$ cat src/rtl/ctrl_pkg.sv
// Shared encodings and types for the RV32I decode/control stage.
package ctrl_pkg;

    // Major opcodes
    localparam logic [6:0] OP_LUI    = 7'b0110111;
    localparam logic [6:0] OP_AUIPC  = 7'b0010111;
    localparam logic [6:0] OP_JAL    = 7'b1101111;
    localparam logic [6:0] OP_JALR   = 7'b1100111;
    localparam logic [6:0] OP_BRANCH = 7'b1100011;
    localparam logic [6:0] OP_LOAD   = 7'b0000011;
    localparam logic [6:0] OP_STORE  = 7'b0100011;
    localparam logic [6:0] OP_IMM    = 7'b0010011;
    localparam logic [6:0] OP_REG    = 7'b0110011;
    localparam logic [6:0] OP_FENCE  = 7'b0001111;

    localparam logic [6:0] F7_BASE   = 7'b0000000;
    localparam logic [6:0] F7_ALT    = 7'b0100000;
    localparam logic [6:0] F7_MULDIV = 7'b0000001;

    // ALU operations (alu_src)
    localparam logic [4:0] ALU_ADD    = 5'd0;
    localparam logic [4:0] ALU_SUB    = 5'd1;
    localparam logic [4:0] ALU_SLL    = 5'd2;
    localparam logic [4:0] ALU_SLT    = 5'd3;
    localparam logic [4:0] ALU_SLTU   = 5'd4;
    localparam logic [4:0] ALU_XOR    = 5'd5;
    localparam logic [4:0] ALU_SRL    = 5'd6;
    localparam logic [4:0] ALU_SRA    = 5'd7;
    localparam logic [4:0] ALU_OR     = 5'd8;
    localparam logic [4:0] ALU_AND    = 5'd9;
    localparam logic [4:0] ALU_MUL    = 5'd10;  // MUL..REMU follow in funct3 order

    // Immediate format; IMM_NONE means operand B comes from rs2
    localparam logic [2:0] IMM_NONE = 3'd0;
    localparam logic [2:0] IMM_I    = 3'd1;
    localparam logic [2:0] IMM_S    = 3'd2;
    localparam logic [2:0] IMM_B    = 3'd3;
    localparam logic [2:0] IMM_U    = 3'd4;
    localparam logic [2:0] IMM_J    = 3'd5;

    // Branch condition; BR_JUMP covers JAL/JALR (target from ALU)
    localparam logic [2:0] BR_NONE = 3'd0;
    localparam logic [2:0] BR_EQ   = 3'd1;
    localparam logic [2:0] BR_NE   = 3'd2;
    localparam logic [2:0] BR_LT   = 3'd3;
    localparam logic [2:0] BR_GE   = 3'd4;
    localparam logic [2:0] BR_LTU  = 3'd5;
    localparam logic [2:0] BR_GEU  = 3'd6;
    localparam logic [2:0] BR_JUMP = 3'd7;

    // ALU operand A select
    localparam logic [1:0] AMUX_RS1  = 2'd0;
    localparam logic [1:0] AMUX_PC   = 2'd1;
    localparam logic [1:0] AMUX_ZERO = 2'd2;

    // Writeback source
    localparam logic [1:0] WB_ALU = 2'd0;
    localparam logic [1:0] WB_MEM = 2'd1;
    localparam logic [1:0] WB_PC4 = 2'd2;

    typedef struct packed {
        logic [4:0] alu_src;
        logic [2:0] imm_src;
        logic [2:0] branch_src;
        logic       mem_write;
        logic [1:0] alu_mux_src;
        logic [1:0] wb_src;
        logic       reg_write;
        logic [4:0] rd;
        logic [4:0] rs1;
        logic [4:0] rs2;
    } ctrl_bundle_t;

    localparam ctrl_bundle_t BUBBLE = '0;

    typedef enum logic {IDLE, BUSY} state_t;

    // Base integer ALU op from funct3; alt selects SUB/SRA
    function automatic logic [4:0] alu_base_op(input logic [2:0] f3, input logic alt);
        logic [4:0] op;
        case (f3)
            3'b000:  op = alt ? ALU_SUB : ALU_ADD;
            3'b001:  op = ALU_SLL;
            3'b010:  op = ALU_SLT;
            3'b011:  op = ALU_SLTU;
            3'b100:  op = ALU_XOR;
            3'b101:  op = alt ? ALU_SRA : ALU_SRL;
            3'b110:  op = ALU_OR;
            default: op = ALU_AND;
        endcase
        return op;
    endfunction

endpackage

$ cat src/rtl/ctrl_decode.sv
// Combinational RV32I(+M) decoder: instruction -> control bundle, illegal flag, operand usage.
module ctrl_decode import ctrl_pkg::*; #(
    parameter bit EN_M_EXT = 1'b0
) (
    input  logic [31:0]  instr,
    output ctrl_bundle_t bundle,
    output logic         illegal,
    output logic         uses_rs1,
    output logic         uses_rs2,
    output logic         is_muldiv
);

    logic [6:0] opcode;
    logic [2:0] f3;
    logic [6:0] f7;

    assign opcode = instr[6:0];
    assign f3     = instr[14:12];
    assign f7     = instr[31:25];

    // Main + ALU decode; an illegal encoding keeps register indices but clears all control
    always_comb begin
        bundle     = BUBBLE;
        bundle.rd  = instr[11:7];
        bundle.rs1 = instr[19:15];
        bundle.rs2 = instr[24:20];
        illegal    = 1'b0;
        uses_rs1   = 1'b0;
        uses_rs2   = 1'b0;
        is_muldiv  = 1'b0;
        case (opcode)
            OP_LUI: begin
                bundle.imm_src     = IMM_U;
                bundle.alu_mux_src = AMUX_ZERO;
                bundle.reg_write   = 1'b1;
            end
            OP_AUIPC: begin
                bundle.imm_src     = IMM_U;
                bundle.alu_mux_src = AMUX_PC;
                bundle.reg_write   = 1'b1;
            end
            OP_JAL: begin
                bundle.imm_src     = IMM_J;
                bundle.alu_mux_src = AMUX_PC;
                bundle.branch_src  = BR_JUMP;
                bundle.wb_src      = WB_PC4;
                bundle.reg_write   = 1'b1;
            end
            OP_JALR: begin
                illegal            = (f3 != 3'b000);
                bundle.imm_src     = IMM_I;
                bundle.branch_src  = BR_JUMP;
                bundle.wb_src      = WB_PC4;
                bundle.reg_write   = 1'b1;
                uses_rs1           = 1'b1;
            end
            OP_BRANCH: begin
                bundle.imm_src     = IMM_B;
                bundle.alu_mux_src = AMUX_PC;
                uses_rs1           = 1'b1;
                uses_rs2           = 1'b1;
                case (f3)
                    3'b000:  bundle.branch_src = BR_EQ;
                    3'b001:  bundle.branch_src = BR_NE;
                    3'b100:  bundle.branch_src = BR_LT;
                    3'b101:  bundle.branch_src = BR_GE;
                    3'b110:  bundle.branch_src = BR_LTU;
                    3'b111:  bundle.branch_src = BR_GEU;
                    default: illegal = 1'b1;
                endcase
            end
            OP_LOAD: begin
                illegal          = (f3 == 3'b011) || (f3 == 3'b110) || (f3 == 3'b111);
                bundle.imm_src   = IMM_I;
                bundle.wb_src    = WB_MEM;
                bundle.reg_write = 1'b1;
                uses_rs1         = 1'b1;
            end
            OP_STORE: begin
                illegal          = (f3 > 3'b010);
                bundle.imm_src   = IMM_S;
                bundle.mem_write = 1'b1;
                uses_rs1         = 1'b1;
                uses_rs2         = 1'b1;
            end
            OP_IMM: begin
                bundle.imm_src   = IMM_I;
                bundle.reg_write = 1'b1;
                bundle.alu_src   = alu_base_op(f3, 1'b0);
                uses_rs1         = 1'b1;
                if (f3 == 3'b001 && f7 != F7_BASE)
                    illegal = 1'b1;
                if (f3 == 3'b101) begin
                    if (f7 == F7_ALT)
                        bundle.alu_src = ALU_SRA;
                    else if (f7 != F7_BASE)
                        illegal = 1'b1;
                end
            end
            OP_REG: begin
                bundle.reg_write = 1'b1;
                uses_rs1         = 1'b1;
                uses_rs2         = 1'b1;
                if (f7 == F7_BASE)
                    bundle.alu_src = alu_base_op(f3, 1'b0);
                else if (f7 == F7_ALT && (f3 == 3'b000 || f3 == 3'b101))
                    bundle.alu_src = alu_base_op(f3, 1'b1);
                else if (EN_M_EXT && f7 == F7_MULDIV) begin
                    bundle.alu_src = ALU_MUL + {2'b00, f3};
                    is_muldiv      = 1'b1;
                end else
                    illegal = 1'b1;
            end
            OP_FENCE: ;  // single-issue in-order core: fence is a no-op here
            default: illegal = 1'b1;
        endcase
        if (illegal) begin
            bundle.alu_src     = '0;
            bundle.imm_src     = IMM_NONE;
            bundle.branch_src  = BR_NONE;
            bundle.mem_write   = 1'b0;
            bundle.alu_mux_src = AMUX_RS1;
            bundle.wb_src      = WB_ALU;
            bundle.reg_write   = 1'b0;
            uses_rs1           = 1'b0;
            uses_rs2           = 1'b0;
            is_muldiv          = 1'b0;
        end
    end

endmodule

$ cat src/rtl/pipelined_control_unit.sv
// Registered decode stage: handshake, load-use bubble, flush, stall hold, mul/div issue lock.
module pipelined_control_unit import ctrl_pkg::*; #(
    parameter bit EN_M_EXT      = 1'b0,
    parameter int MULDIV_CYCLES = 4
) (
    input  logic        clk,
    input  logic        rst,
    input  logic [31:0] instr,
    input  logic        in_valid,
    output logic        in_ready,
    input  logic        flush,
    input  logic        ex_stall,
    output logic        out_valid,
    output logic [4:0]  alu_src,
    output logic [2:0]  imm_src,
    output logic [2:0]  branch_src,
    output logic        mem_write,
    output logic [1:0]  alu_mux_src,
    output logic [1:0]  wb_src,
    output logic        reg_write,
    output logic [4:0]  rd,
    output logic [4:0]  rs1,
    output logic [4:0]  rs2,
    output logic        illegal
);

    // Counter holds at most MULDIV_CYCLES-1
    localparam int CW = (MULDIV_CYCLES > 1) ? $clog2(MULDIV_CYCLES) : 1;

    ctrl_bundle_t  dec_bundle;
    logic          dec_illegal, dec_rs1, dec_rs2, dec_muldiv;
    ctrl_bundle_t  out_q, out_d;
    logic          valid_q, valid_d, ill_q, ill_d;
    state_t        state_q, state_d;
    logic [CW-1:0] cnt_q, cnt_d;
    logic          hazard, accept;

    ctrl_decode #(.EN_M_EXT(EN_M_EXT)) u_decode (
        .instr     (instr),
        .bundle    (dec_bundle),
        .illegal   (dec_illegal),
        .uses_rs1  (dec_rs1),
        .uses_rs2  (dec_rs2),
        .is_muldiv (dec_muldiv)
    );

    // Load in the output register whose rd feeds the incoming instruction
    assign hazard = valid_q && (out_q.wb_src == WB_MEM) && (out_q.rd != 5'd0) &&
                    ((dec_rs1 && dec_bundle.rs1 == out_q.rd) ||
                     (dec_rs2 && dec_bundle.rs2 == out_q.rd));

    assign in_ready = !rst && !flush && !ex_stall && !hazard && (state_q == IDLE);
    assign accept   = in_valid && in_ready;

    // Next-state: flush > stall hold > accept > bubble (with BUSY countdown)
    always_comb begin
        out_d   = out_q;
        valid_d = valid_q;
        ill_d   = ill_q;
        state_d = state_q;
        cnt_d   = cnt_q;
        if (flush) begin
            out_d   = BUBBLE;
            valid_d = 1'b0;
            ill_d   = 1'b0;
            state_d = IDLE;
            cnt_d   = '0;
        end else if (!ex_stall) begin
            if (accept) begin
                out_d   = dec_bundle;
                valid_d = 1'b1;
                ill_d   = dec_illegal;
                if (EN_M_EXT && dec_muldiv && (MULDIV_CYCLES > 1)) begin
                    state_d = BUSY;
                    cnt_d   = CW'(MULDIV_CYCLES - 1);
                end
            end else begin
                out_d   = BUBBLE;
                valid_d = 1'b0;
                ill_d   = 1'b0;
                if (state_q == BUSY) begin
                    if (cnt_q == CW'(1)) begin
                        state_d = IDLE;
                        cnt_d   = '0;
                    end else begin
                        cnt_d = cnt_q - 1'b1;
                    end
                end
            end
        end
    end

    // Output bundle, valid and FSM registers with synchronous reset
    always_ff @(posedge clk) begin
        if (rst) begin
            out_q   <= BUBBLE;
            valid_q <= 1'b0;
            ill_q   <= 1'b0;
            state_q <= IDLE;
            cnt_q   <= '0;
        end else begin
            out_q   <= out_d;
            valid_q <= valid_d;
            ill_q   <= ill_d;
            state_q <= state_d;
            cnt_q   <= cnt_d;
        end
    end

    assign out_valid   = valid_q;
    assign illegal     = ill_q;
    assign alu_src     = out_q.alu_src;
    assign imm_src     = out_q.imm_src;
    assign branch_src  = out_q.branch_src;
    assign mem_write   = out_q.mem_write;
    assign alu_mux_src = out_q.alu_mux_src;
    assign wb_src      = out_q.wb_src;
    assign reg_write   = out_q.reg_write;
    assign rd          = out_q.rd;
    assign rs1         = out_q.rs1;
    assign rs2         = out_q.rs2;

endmodule
$ cat config.mk
export PLATFORM = sky130hd
export DESIGN_NAME = pipelined_control_unit
export DESIGN_NICKNAME = d
export VERILOG_FILES = /design/src/rtl/ctrl_pkg.sv /design/src/rtl/ctrl_decode.sv /design/src/rtl/pipelined_control_unit.sv
export SDC_FILE = /design/constraint.sdc
export NUM_CORES = 1
export LEC_CHECK = 0
export CORE_MARGIN = 5
export CORE_UTILIZATION = 44
export DETAILED_ROUTE_END_ITERATION = 6
export GPL_ROUTABILITY_DRIVEN = 0
export PLACE_DENSITY = 0.81
export SETUP_SLACK_MARGIN = 0.3
export SLEW_MARGIN = 20
export SYNTH_ARGS = -nofsm -noshare
export SYNTH_HDL_FRONTEND = slang
export SYNTH_SLANG_ARGS = --single-unit
export TNS_END_PERCENT = 5
$ cat constraint.sdc
create_clock -name clk -period 2.42 [get_ports clk]
set_input_delay 0.242 -clock clk [delete_from_list [all_inputs] [get_ports clk]]
set_output_delay 0.242 -clock clk [all_outputs]
set_load 0.005 [all_outputs]
==> out/results.ini <==
[power_and_ir_drop]
switching_share_pct=22.3
fin_total_pwr_uw=1400
net-switching-power_uw=313
p_int_uw=1090
clockPowerShare_pct=41.0
cellPowerDensity_nw_per_um2=469
p_leak_uw=0.00118
seq_power_share_pct=43.1
irDropWorstVdd_mv=0.324
p_comb_share_pct=15.9

[finish]
final_common_cell=clkdlybuf4s50_1
layout_common_cells=clkdlybuf4s50_1, dfxtp_1, buf_4
antenna_cells=0
final_core_util_pct=69.6
fin_nets=353
drive_gt1_share_pct=20.9
fin_area_sq_um=2990
stdcell_count=368
area_delta_synth_final_pct=54.7

[sta]
timing.fmax_ghz=0.486
hold_viol_final=0
fin_crit_sh_pct=85.1
setup_tns_ns=0
period_needed_ns=2.06
slew_violations=0
rsz0062_at_grt=false
finClkSkew_ns=0.00656
setup_violations=0

[detailed_routing]
drc=0
ant_nets=0
wl_per_cell_microns=15.0
vias=1915
wl_microns=5520
dr.pass1.iters=4
first_iter_violations=113
via_per_inst=5.20

[run_status]
status=completed

[hold_path]
hold_path.class=in2reg
min_from=instr[6]

[worst_setup_path]
worstSetupPathType=in2out
cp.arrival_ns=1.82
required_ns=2.18
start_kind=input pin
cp-end-kind=output port
startpoint=instr[13]
crit_fanout=2
rr_startpoint=rd[2]$_SDFFE_PP0N_

[cts]
clk_pin_slew_worst_paths_ns=0.07
clock_latency_ns=0.29
numCtsBuffers=5
numClockSinks=36
htree_num_levels=2
cts_hold_buf=0
cts_tree=built
clockBufferDepth=2
cts_root_buf=clkbuf_8

[synthesis]
ys_ff_latch=36
async_flop_share_pct=0
netlist_instances=219
synth_ff_type=dfxtp_1
postSynthAreaPerCell_sq_um=8.82
syn-cell-area_sq_um=1930
synthesis.nets=257
synth-edff-count=0
seq_area_frac_synth_pct=37.3
synthDistinctLibCells=56
yosysWarnings=0

[floorplanning]
die-area_sq_um=5810
die_height_microns=76.2
ios=72
initial_utilization_pct=45.0
die_w_microns=76.2
coreArea_sq_um=4290
rows=24

[global_route]
grt_pass1_vias=1882
antenna_found_initial=0
grt_use_total_pct=18.4
grt_max_degree=30
grt_pass1_wl_microns=8920
overflow=0

[placed_design]
dpl.hpwl_microns=4090
io_buffers=70
postPlaceCellArea_sq_um=2780
dp_cells=353

[job]
max_cap_violations=0

==> worst max-delay path: stages <==
cell and delay [ns]:
dlygate4sd2_1 0.24, or4b_4 0.46, a2111o_1 0.39, o211ai_2 0.09, a311oi_2 0.07, inv_1 0.09, o21a_1 0.13, buf_2 0.11
==> routing by layer <==
| layer | vias up | track usage (%) | share of wire, % |
|---|---|---|---|
| li1 | 978 | - | - |
| met4 | 0 | 6.47 | 1.5 |
| met5 | - | 0 | 0 |
| met3 | 7 | 4.49 | 5.8 |
| met1 | 872 | 22.6 | 44 |
| met2 | 58 | 31.1 | 48 |
==> path summary, 6_finish.rpt <==
kind                                end  slack (ns)  cells after the start
max                            in_ready        0.36                      8
min              mem_write$_SDFFE_PP0N_        0.42                      4
min reg2reg  branch_src[0]$_SDFFE_PP0N_        0.45                      2
max reg2reg         rs2[4]$_SDFFE_PP0N_        0.47                      7
==> cells by family after synthesis <==
kind of cell               count (synthesis)  synth area share, %
adders and majority gates                  1                0.648
AOI/OAI and AO/OA                         65                 25.4
xor gates and xnor gates                  11                 4.99
other                                      1                0.194
muxes                                      4                 2.27
and+or+nand+nor                           80                 22.2
DFF                                       36                 37.3
buffers and inverters                     21                 7.00
==> power groups by stage <==
| stage | logic [uW] | registers [uW] | clock network (uW) |
|---|---|---|---|
| after CTS | 209 | 604 | 586 |
| after global placement | 209 | 617 | 0 |
| after detailed placement | 211 | 617 | 0 |
| after global routing | 241 | 605 | 605 |
| final | 223 | 604 | 574 |
| after floorplan | 93.4 | 617 | 0 |
==> synthesized netlist by cell type, types with 2 or more instances <==
cell type	number	area, sq um
o21ai_0	6	30.0
nor2_1	16	60.1
nand3_1	9	45.0
buf_6	3	33.8
a21o_1	4	30.0
xnor2_1	2	17.5
nand2b_1	3	18.8
o21ai_1	9	45.0
nand4_1	2	12.5
inv_1	7	26.3
a22o_1	16	140
and2_1	4	25.0
o31ai_1	3	22.5
o31a_2	2	20.0
nor3_1	5	25.0
buf_2	2	10.0
dfxtp_1	36	721
buf_4	4	30.0
xor2_1	9	78.8
o21a_1	2	15.0
a21oi_1	10	50.1
mux2_2	3	33.8
clkbuf_1	3	11.3
nand2_1	26	97.6
o31ai_2	2	25.0
==> sequential cells by signal, indices dropped and copies added, names as in the netlist <==
signal / count
wb_src: 2
imm_src: 3
rd: 5
branch_src: 3
alu_src: 4
state_q: 1
cnt_q: 2
reg_write: 1
out_valid: 1
rs1: 5
rs2: 5
mem_write: 1
alu_mux_src: 2
illegal: 1
==> metrics by stage <==
stage               hold WS (ns)  worst slack [ns]
floorplan                  0.367             0.607
global placement           0.435            -0.311
detailed placement         0.441            -0.325
CTS                        0.451             0.305
global route               0.415             0.297
finish                     0.416             0.361
==> layout make-up <==
| class | instances | area (sq um) |
|---|---|---|
| clock buffers | 7 | 96.3 |
| multi-input cells | 162 | 1110 |
| repair buffers | 103 | 942 |
| flip-flops and latches | 36 | 721 |
| inverters | 7 | 26.3 |
| fillers | 333 | 1310 |
| well taps | 52 | 65.1 |
| clock inverters | 1 | 30.0 |
==> timing repair <==
| action | CTS | global route |
|---|---|---|
| pin swaps | 8 | 11 |
| buffers inserted | 1 | 6 |
| gates resized for setup | 24 | 18 |
| gates cloned | 0 | 0 |
| setup endpoints to repair | 20 | 18 |
Power figures use the tool's default switching activity.
==> edit (config.mk and constraints unchanged) <==
Change the parameter `MULDIV_CYCLES` from 4 to 2.
--- a/src/rtl/pipelined_control_unit.sv
+++ b/src/rtl/pipelined_control_unit.sv
@@ -1,7 +1,7 @@
 // Registered decode stage: handshake, load-use bubble, flush, stall hold, mul/div issue lock.
 module pipelined_control_unit import ctrl_pkg::*; #(
     parameter bit EN_M_EXT      = 1'b0,
-    parameter int MULDIV_CYCLES = 4
+    parameter int MULDIV_CYCLES = 2
 ) (
     input  logic        clk,
     input  logic        rst,
Behaviour: same outputs for any inputs over 10 cycles, from zero or initial values; that may be too few to reach the edited logic, so the function may still have changed.
==> edit against the unedited design <==
- sequential cell count fell by 1
- worst setup slack improved by 0.047 ns
- worst hold slack worse by 0.0020 ns
- synthesized cell count is 5.5% lower
- total power shrank 12%
- sequential power is 3% lower
- routed wire length increased by 2.6%
- synthesized area fell by 7.1%
- cell area is 3.2% lower
- largest power group unchanged
- highest routed layer unchanged
==> edit: results (changes against the unedited design) <==
| Metric | Value |
|---|---|
| Met1 usage | 0.266 (+0.0394) |
| Synth unique cells | 48 (-14%) |
| GR Layer Usage met3 | 0.0328 (-0.0121) |
| Met2 Track Usage GR | 0.344 (+0.0327) |
| First-pass GRT wire length | 8.78 mm (-1.6%) |
| Vias in the first global route | 1877 (-0.27%) |
| Run status | finished clean |
| LEAKAGE | 1.15 nW (-2.6%) |
| DR WL met2 | 2.80 mm (+4.9%) |
| Dpl hpwl | 4.25 mm (+4.0%) |
| Worst path max stage delay | 0.55 ns (+0.09 ns) |
| Overall routing resource usage | 0.206 (+0.0223) |
| Worst r2r path cells | 6 (-1) |
| CP max-delay cell | or4_4 |
| Routed met3 length | 374 um (+17%) |
| Initial DRC count | 132 (+17%) |
| Final Skew | 0.00989 ns (+0.00333 ns) |
| Cell family with most CP delay | buffers and inverters |
| Post-synthesis sequential area ratio | 0.391 (+0.0172) |
| Min Hold Slack | 0.414 ns (-0.00198 ns) |
| Worst vdd ir | 0.319 mV (-1.7%) |
| Crit path max fanout | 5 (+3) |
| DR WL/cell | 15.7 um (+4.9%) |
| Reg2reg setup slack | 0.56 ns (+0.09 ns) |
| Filler cells | 307 (-7.8%) |
| CP Data Arrival Time | 1.77 ns (-0.05 ns) |
| WL final | 5.66 mm (+2.6%) |
| Inst Count DP | 350 (-0.85%) |
| M1 wire length | 2.36 mm (-3.7%) |
| Layout cells sized above 1 | 0.216 (+0.00727) |
[edit: worst register-to-register path, cell delays in order (launching register included)]
cell     delay (ns)
dfxtp_1        0.45
xnor2_1        0.17
nand3_1        0.14
nor4_4         0.32
o21ai_0        0.15
and4_1         0.27
a32o_1         0.26
[edit: area by class of cell]
cell class              instances  share of cell area
clock inverters                 3             0.00692
well taps                      50              0.0216
multi-input cells             151               0.357
inverters                       7             0.00909
flip-flops and latches         35               0.243
clock buffers                   5              0.0238
repair buffers                109               0.338
[edit: worst paths after layout]
| kind | start | end |
|---|---|---|
| hold reg to reg | branch_src[1]$_SDFFE_PP0N_ | branch_src[1]$_SDFFE_PP0N_ |
| setup / recovery | instr[2] | in_ready |
| hold / removal | instr[5] | imm_src[1]$_SDFFE_PP0N_ |
| setup reg to reg | rd[3]$_SDFFE_PP0N_ | mem_write$_SDFFE_PP0N_ |
[edit: report_power, final]
part / switching (W) / leakage, nW / internal (W)
clock network: 0.000217 / 0.0402 / 0.000200
logic: 0.000101 / 0.826 / 0.000125
registers: 0.00000551 / 0.284 / 0.000582
total: 0.000324 / 1.15 / 0.000907
[edit: repair_timing]
item,4_1_cts,5_1_grt
gates resized for setup,25,13
pin swaps,8,4
setup endpoints to repair,29,13
endpoints found under the hold margin,0,0
buffers inserted,0,2
hold buffers,0,0
[edit: logic make-up after synthesis]
logic type / share of synthesized area
flops: 0.391
other cells: 0.00209
simple gates: 0.218
compound gates: 0.269
xor+xnor: 0.0586
buf+inv: 0.0614
[edit: through the flow]
step	area, sq um	TNS [ns]	util	worst slack [ns]
floorplan	1790	0	-	0.441
global placement	2770	-0.462	0.697	-0.188
detailed placement	2770	-2.25	0.697	-0.266
CTS	2870	0	0.722	0.302
global route	2890	0	0.728	0.306
finish	2890	0	0.728	0.408
